$ cat config.mk
export PLATFORM = sky130hd
export DESIGN_NAME = dac_frame_scheduler
export DESIGN_NICKNAME = d
export VERILOG_FILES = /design/src/rtl/codec_pkg.sv /design/src/rtl/rr_arbiter2.sv /design/src/rtl/dac_frame_scheduler.sv
export SDC_FILE = /design/constraint.sdc
export NUM_CORES = 1
export LEC_CHECK = 0
export CELL_PAD_IN_SITES_DETAIL_PLACEMENT = 1
export CELL_PAD_IN_SITES_GLOBAL_PLACEMENT = 2
export CORE_MARGIN = 2
export CORE_UTILIZATION = 30
export CTS_BUF_LIST = sky130_fd_sc_hd__clkbuf_4
export CTS_CLUSTER_SIZE = 10
export DETAILED_ROUTE_END_ITERATION = 16
export MAX_ROUTING_LAYER = met4
export PLACE_DENSITY_LB_ADDON = 0.1
export SYNTH_ARGS = -nofsm -noshare
export SYNTH_HDL_FRONTEND = slang
export SYNTH_SLANG_ARGS = --single-unit
export TNS_END_PERCENT = 5
$ cat constraint.sdc
create_clock -name BCLK -period 3.9 [get_ports BCLK]
set_input_delay 0.39 -clock BCLK [delete_from_list [all_inputs] [get_ports BCLK]]
set_output_delay 0.39 -clock BCLK [all_outputs]
set_load 0.02 [all_outputs]
$ cat src/rtl/codec_pkg.sv
// Shared codec constants: FSM state encoding, default frame geometry and arbitration modes.
package codec_pkg;

    typedef enum logic [1:0] {
        ST_IDLE  = 2'd0,
        ST_RUN   = 2'd1,
        ST_DRAIN = 2'd2
    } state_e;

    localparam int unsigned DEF_FRAME_BITS = 64;
    localparam int unsigned DEF_SAMPLE_W   = 16;

    localparam bit ARB_FIXED = 1'b0;
    localparam bit ARB_RR    = 1'b1;

endpackage

$ cat src/rtl/rr_arbiter2.sv
// Two-requester arbiter: combinational grant, registered last-grant for round-robin ties.
module rr_arbiter2
    import codec_pkg::*;
#(
    parameter bit RR_EN = ARB_RR
) (
    input  logic       clk_i,
    input  logic       rst_ni,
    input  logic [1:0] req_i,
    input  logic       arb_en_i,
    output logic [1:0] gnt_o,
    output logic       gnt_id_o
);

    logic last_q, last_d;

    always_comb begin
        gnt_o    = '0;
        gnt_id_o = 1'b0;
        if (arb_en_i) begin
            case (req_i)
                2'b01: gnt_o = 2'b01;
                2'b10: begin
                    gnt_o    = 2'b10;
                    gnt_id_o = 1'b1;
                end
                2'b11: begin
                    // Tie: round-robin favours whoever was not granted last.
                    if (RR_EN && !last_q) begin
                        gnt_o    = 2'b10;
                        gnt_id_o = 1'b1;
                    end else begin
                        gnt_o = 2'b01;
                    end
                end
                default: gnt_o = '0;
            endcase
        end
        last_d = (|gnt_o) ? gnt_id_o : last_q;
    end

    always_ff @(posedge clk_i or negedge rst_ni) begin
        if (!rst_ni) begin
            last_q <= 1'b1;
        end else begin
            last_q <= last_d;
        end
    end

endmodule

$ cat src/rtl/dac_frame_scheduler.sv
// Frames stereo samples from two requesters onto the codec DAC serial interface (daclrc/dacdat).
module dac_frame_scheduler
    import codec_pkg::*;
#(
    parameter int unsigned FRAME_BITS = DEF_FRAME_BITS,
    parameter int unsigned SAMPLE_W   = DEF_SAMPLE_W,
    parameter bit          RR_EN      = ARB_RR
) (
    input  logic                  BCLK,
    input  logic                  rst_n,
    input  logic                  config_done,
    input  logic                  req0_valid,
    input  logic [2*SAMPLE_W-1:0] req0_data,
    output logic                  req0_ready,
    input  logic                  req1_valid,
    input  logic [2*SAMPLE_W-1:0] req1_data,
    output logic                  req1_ready,
    output logic                  daclrc,
    output logic                  dacdat,
    output logic                  grant_id,
    output logic                  frame_start,
    output logic                  underrun
);

    localparam int unsigned CW = $clog2(FRAME_BITS);
    localparam logic [CW-1:0] LAST_CNT = CW'(FRAME_BITS - 1);

    logic                  cfg_meta_q, cfg_sync_q;
    state_e                state_q, state_d;
    logic [CW-1:0]         cnt_q, cnt_d;
    logic [2*SAMPLE_W-1:0] sh_q, sh_d;
    logic                  grant_q, grant_d;
    logic                  empty_q, empty_d;

    logic       running, arb_en, fire, data_win, gnt_id;
    logic [1:0] gnt;

    rr_arbiter2 #(.RR_EN(RR_EN)) u_arb (
        .clk_i    (BCLK),
        .rst_ni   (rst_n),
        .req_i    ({req1_valid, req0_valid}),
        .arb_en_i (arb_en),
        .gnt_o    (gnt),
        .gnt_id_o (gnt_id)
    );

    always_comb begin
        running  = (state_q != ST_IDLE);
        arb_en   = cfg_sync_q && ((state_q == ST_IDLE) ||
                                  (state_q == ST_RUN && cnt_q == LAST_CNT));
        fire     = |gnt;
        data_win = running && ((32'(cnt_q) < SAMPLE_W) ||
                               (32'(cnt_q) >= FRAME_BITS / 2 &&
                                32'(cnt_q) < FRAME_BITS / 2 + SAMPLE_W));

        state_d = state_q;
        case (state_q)
            ST_IDLE:  if (cfg_sync_q) state_d = ST_RUN;
            // A fall on the last bit has already finished the frame, so no drain is needed.
            ST_RUN:   if (!cfg_sync_q) state_d = (cnt_q == LAST_CNT) ? ST_IDLE : ST_DRAIN;
            ST_DRAIN: if (cnt_q == LAST_CNT) state_d = ST_IDLE;
            default:  state_d = ST_IDLE;
        endcase

        cnt_d = (state_q == ST_IDLE || cnt_q == LAST_CNT) ? '0 : cnt_q + CW'(1);

        sh_d    = sh_q;
        grant_d = grant_q;
        empty_d = empty_q;
        if (arb_en) begin
            sh_d    = '0;
            empty_d = !fire;
            if (fire) begin
                sh_d    = gnt[1] ? req1_data : req0_data;
                grant_d = gnt_id;
            end
        end else if (data_win) begin
            sh_d = {sh_q[2*SAMPLE_W-2:0], 1'b0};
        end

        req0_ready  = gnt[0];
        req1_ready  = gnt[1];
        daclrc      = running && (32'(cnt_q) < FRAME_BITS / 2);
        dacdat      = data_win && sh_q[2*SAMPLE_W-1];
        grant_id    = grant_q;
        frame_start = running && (cnt_q == '0);
        underrun    = running && (cnt_q == '0) && empty_q;
    end

    always_ff @(posedge BCLK or negedge rst_n) begin
        if (!rst_n) begin
            cfg_meta_q <= 1'b0;
            cfg_sync_q <= 1'b0;
            state_q    <= ST_IDLE;
            cnt_q      <= '0;
            sh_q       <= '0;
            grant_q    <= 1'b0;
            empty_q    <= 1'b0;
        end else begin
            cfg_meta_q <= config_done;
            cfg_sync_q <= cfg_meta_q;
            state_q    <= state_d;
            cnt_q      <= cnt_d;
            sh_q       <= sh_d;
            grant_q    <= grant_d;
            empty_q    <= empty_d;
        end
    end

endmodule

==> impl_metrics.env <==
export IMPL_diodes=0
export IMPL_stdcell_count=417
export IMPL_grt_pass1_wl_um=11300
export IMPL_synth_most_common_cell="nand2_1"
export IMPL_fin_skew_ns=0.0114
export IMPL_crit_required_ns=3.51
export IMPL_slew_viol_final=0
export IMPL_ctsHoldBuffers=0
export IMPL_synthTopCellsByCount="nand2_1 (67), dfrtp_1 (44), a31oi_1 (31)"
export IMPL_seq_area_sq_um=1130
export IMPL_cts_resized_gates=0
export IMPL_clock_latency_ns=0.36
export IMPL_netlist_area_sq_um=2380
export IMPL_post_cts_setup_buffers=0
export IMPL_synthFlopType="dfrtp_1"
export IMPL_antenna_left=0
export IMPL_fp_dieW_um=93.0
export IMPL_cp_max_fo=33
export IMPL_dr_pass1_iters=4
export IMPL_drive_above_1_share=0.0857
export IMPL_grt_pass1_vias=2257
export IMPL_yosysSeqAreaShare=0.474
export IMPL_syn_nets=321
export IMPL_io_buffers=75
export IMPL_rsz0062_at_grt="false"
export IMPL_yosys_register_bits=45
export IMPL_powerDensity_nw_per_um2=612
export IMPL_yosysTopAreaCellShare=0.463
export IMPL_worstPathArrival_ns=2.31
export IMPL_layout_min_cycle_time_ns=2.70
export IMPL_dpl_cell_count=409
export IMPL_synthDistinctLibCells=41
export IMPL_synth_edf_count=0
export IMPL_cts_buffers=5
export IMPL_pin_count=76
export IMPL_cts_max_level=2
export IMPL_grt_ovfl_total=0
export IMPL_fin_crit_sh=0.691
export IMPL_vdd_drop_max_mv=0.266
export IMPL_tns_ns=0
export IMPL_r2r_start="cnt_q[0]"
export IMPL_crit_type="flip-flop to output port"
export IMPL_place_congestion=0.818
export IMPL_fmax_ghz=0.371
export IMPL_viasPerCell=5.14
export IMPL_dieArea_sq_um=8660
export IMPL_clockBufferDepth=2
export IMPL_drt_wl_total_um=6910
export IMPL_setup_violations=0
export IMPL_clockRootBuffer="clkbuf_4"
export IMPL_r2r_cells=6
export IMPL_tightestPinTransition_ns=1.07
export IMPL_multi_input_area_sq_um=1120
export IMPL_synthTopCellsByArea="dfrtp_1 (46%), nand2_1 (11%), a221oi_1 (9.6%)"
export IMPL_drc=0
export IMPL_die_y_um=93.0
export IMPL_async_reset_ff_frac=1.00
export IMPL_via_count=2143
export IMPL_end_kind="output port"
export IMPL_status="complete, no violations"
export IMPL_antenna_found_initial=0
export IMPL_maxSlewHeadroom=0.286
export IMPL_syn_instance_count=250
export IMPL_timing_final_ws_setup_ns=1.20
export IMPL_worstSetupStartpoint="cnt_q[4]"
export IMPL_fill_cells=893
export IMPL_std_cell_rows=32
export IMPL_wl_per_cell_um=16.6
export IMPL_hp_class="input port to async pin"
export IMPL_power_leakage_nw=1.31
export IMPL_critPathLaunchType="flip-flop"
export IMPL_cap_violations=0
export IMPL_dpl_hpwl_um=4580
export IMPL_start_util=0.309
export IMPL_yosysWarnings=0
export IMPL_core_sq_um=7690
export IMPL_nets=385
export IMPL_pre_cts_ws_ns=1.53
export IMPL_area_delta_synth_final_pct=36.4
export IMPL_grt_start_max_net_pins=57
export IMPL_track_usage=0.168
export IMPL_cts_sinks=45
export IMPL_avgSynthCellArea_sq_um=9.51
export IMPL_cts_tree="done"
export IMPL_hold_viol=0
export IMPL_synth_top_cell_by_area="dfrtp_1"
export IMPL_drt_iter0_drc=92
export IMPL_path_clk_slew_ns=0.14
report_power, final:
group / internal (mW) / switching [mW]
Combinational: 0.375 / 0.494
Sequential: 0.679 / 0.138
Clock: 0.141 / 0.160
Total: 1.19 / 0.792
critical path: stages, from the launching register on:
cell             delay, ns
dfrtp_1               0.54
o21ba_2               0.31
buf_4                 0.32
and2_1                0.18
clkdlybuf4s50_1       0.59
path summary, 6_finish.rpt:
kind / end / slack (ns)
max reg2reg: sh_q[3] / 1.66
max in group asynchronous: sh_q[5] / 3.03
max: dacdat / 1.20
min reg2reg: cfg_sync_q / 0.37
min: sh_q[22] / 0.21
min in group BCLK: cfg_sync_q / 0.37
state kept, by name (all words and copies together) (netlist names):
name / count
state_q: 2
cfg_meta_q: 1
cfg_sync_q: 1
sh_q: 32
grant_id: 1
empty_q: 1
u_arb.last_q: 1
cnt_q: 6
per-layer routing:
layer | GRT usage | share of wire
met5 | - | 0
met4 | 0.0368 | 0.0052
met3 | 0.0314 | 0.042
met2 | 0.272 | 0.48
met1 | 0.221 | 0.48
cell usage in the layout, fill, tap and decap left out, types with 2 or more instances in the layout:
master           synthesis  routed
a31oi_1                 31      31
a221oi_2                 4       4
clkdlybuf4s50_1          0      74
dfrtp_1                 44      44
xor2_1                   2       2
clkbuf_4                 0       6
nand3_1                  2       2
ha_1                     2       2
nor2_1                   9       9
a221oi_1                26      26
o21ai_0                  2       2
a21oi_1                  4       4
a32oi_1                  2       2
and2_1                   3       4
xnor2_1                  2       2
inv_1                    3       3
buf_4                    1       5
nand2_1                 67      67
o22a_1                   2       2
nor2b_1                  2       2
nor3_1                   2       2
layout make-up:
| cell class | count | share of cell area |
|---|---|---|
| Clock buffer | 6 | 0.0139 |
| Clock inverter | 2 | 0.0104 |
| Sequential cell | 45 | 0.347 |
| Timing Repair Buffer | 80 | 0.241 |
| Tap cell | 102 | 0.0393 |
| Multi-Input combinational cell | 179 | 0.344 |
| Inverter | 3 | 0.00347 |
kinds of logic after synthesis:
kind of cell	share of synthesized area
AO/OA/AOI/OAI	0.261
XOR/XNOR	0.0147
adder cells (fa/ha/maj)	0.0105
buffers and inverters	0.0615
flip-flops	0.474
multiplexers	0.00421
AND/OR/NAND/NOR	0.174
stage by stage:
stage | power, mW | hold WS [ns] | utilization | cell area, sq um
after floorplan | 1.42 | 0.0944 | - | 2380
after global placement | 1.69 | 0.334 | 0.412 | 3170
after detailed placement | 1.72 | 0.337 | 0.412 | 3170
after CTS | 2.02 | 0.234 | 0.422 | 3240
after global routing | 2.16 | 0.266 | 0.422 | 3240
final | 1.99 | 0.209 | 0.422 | 3240
Power figures use the tool's default switching activity.
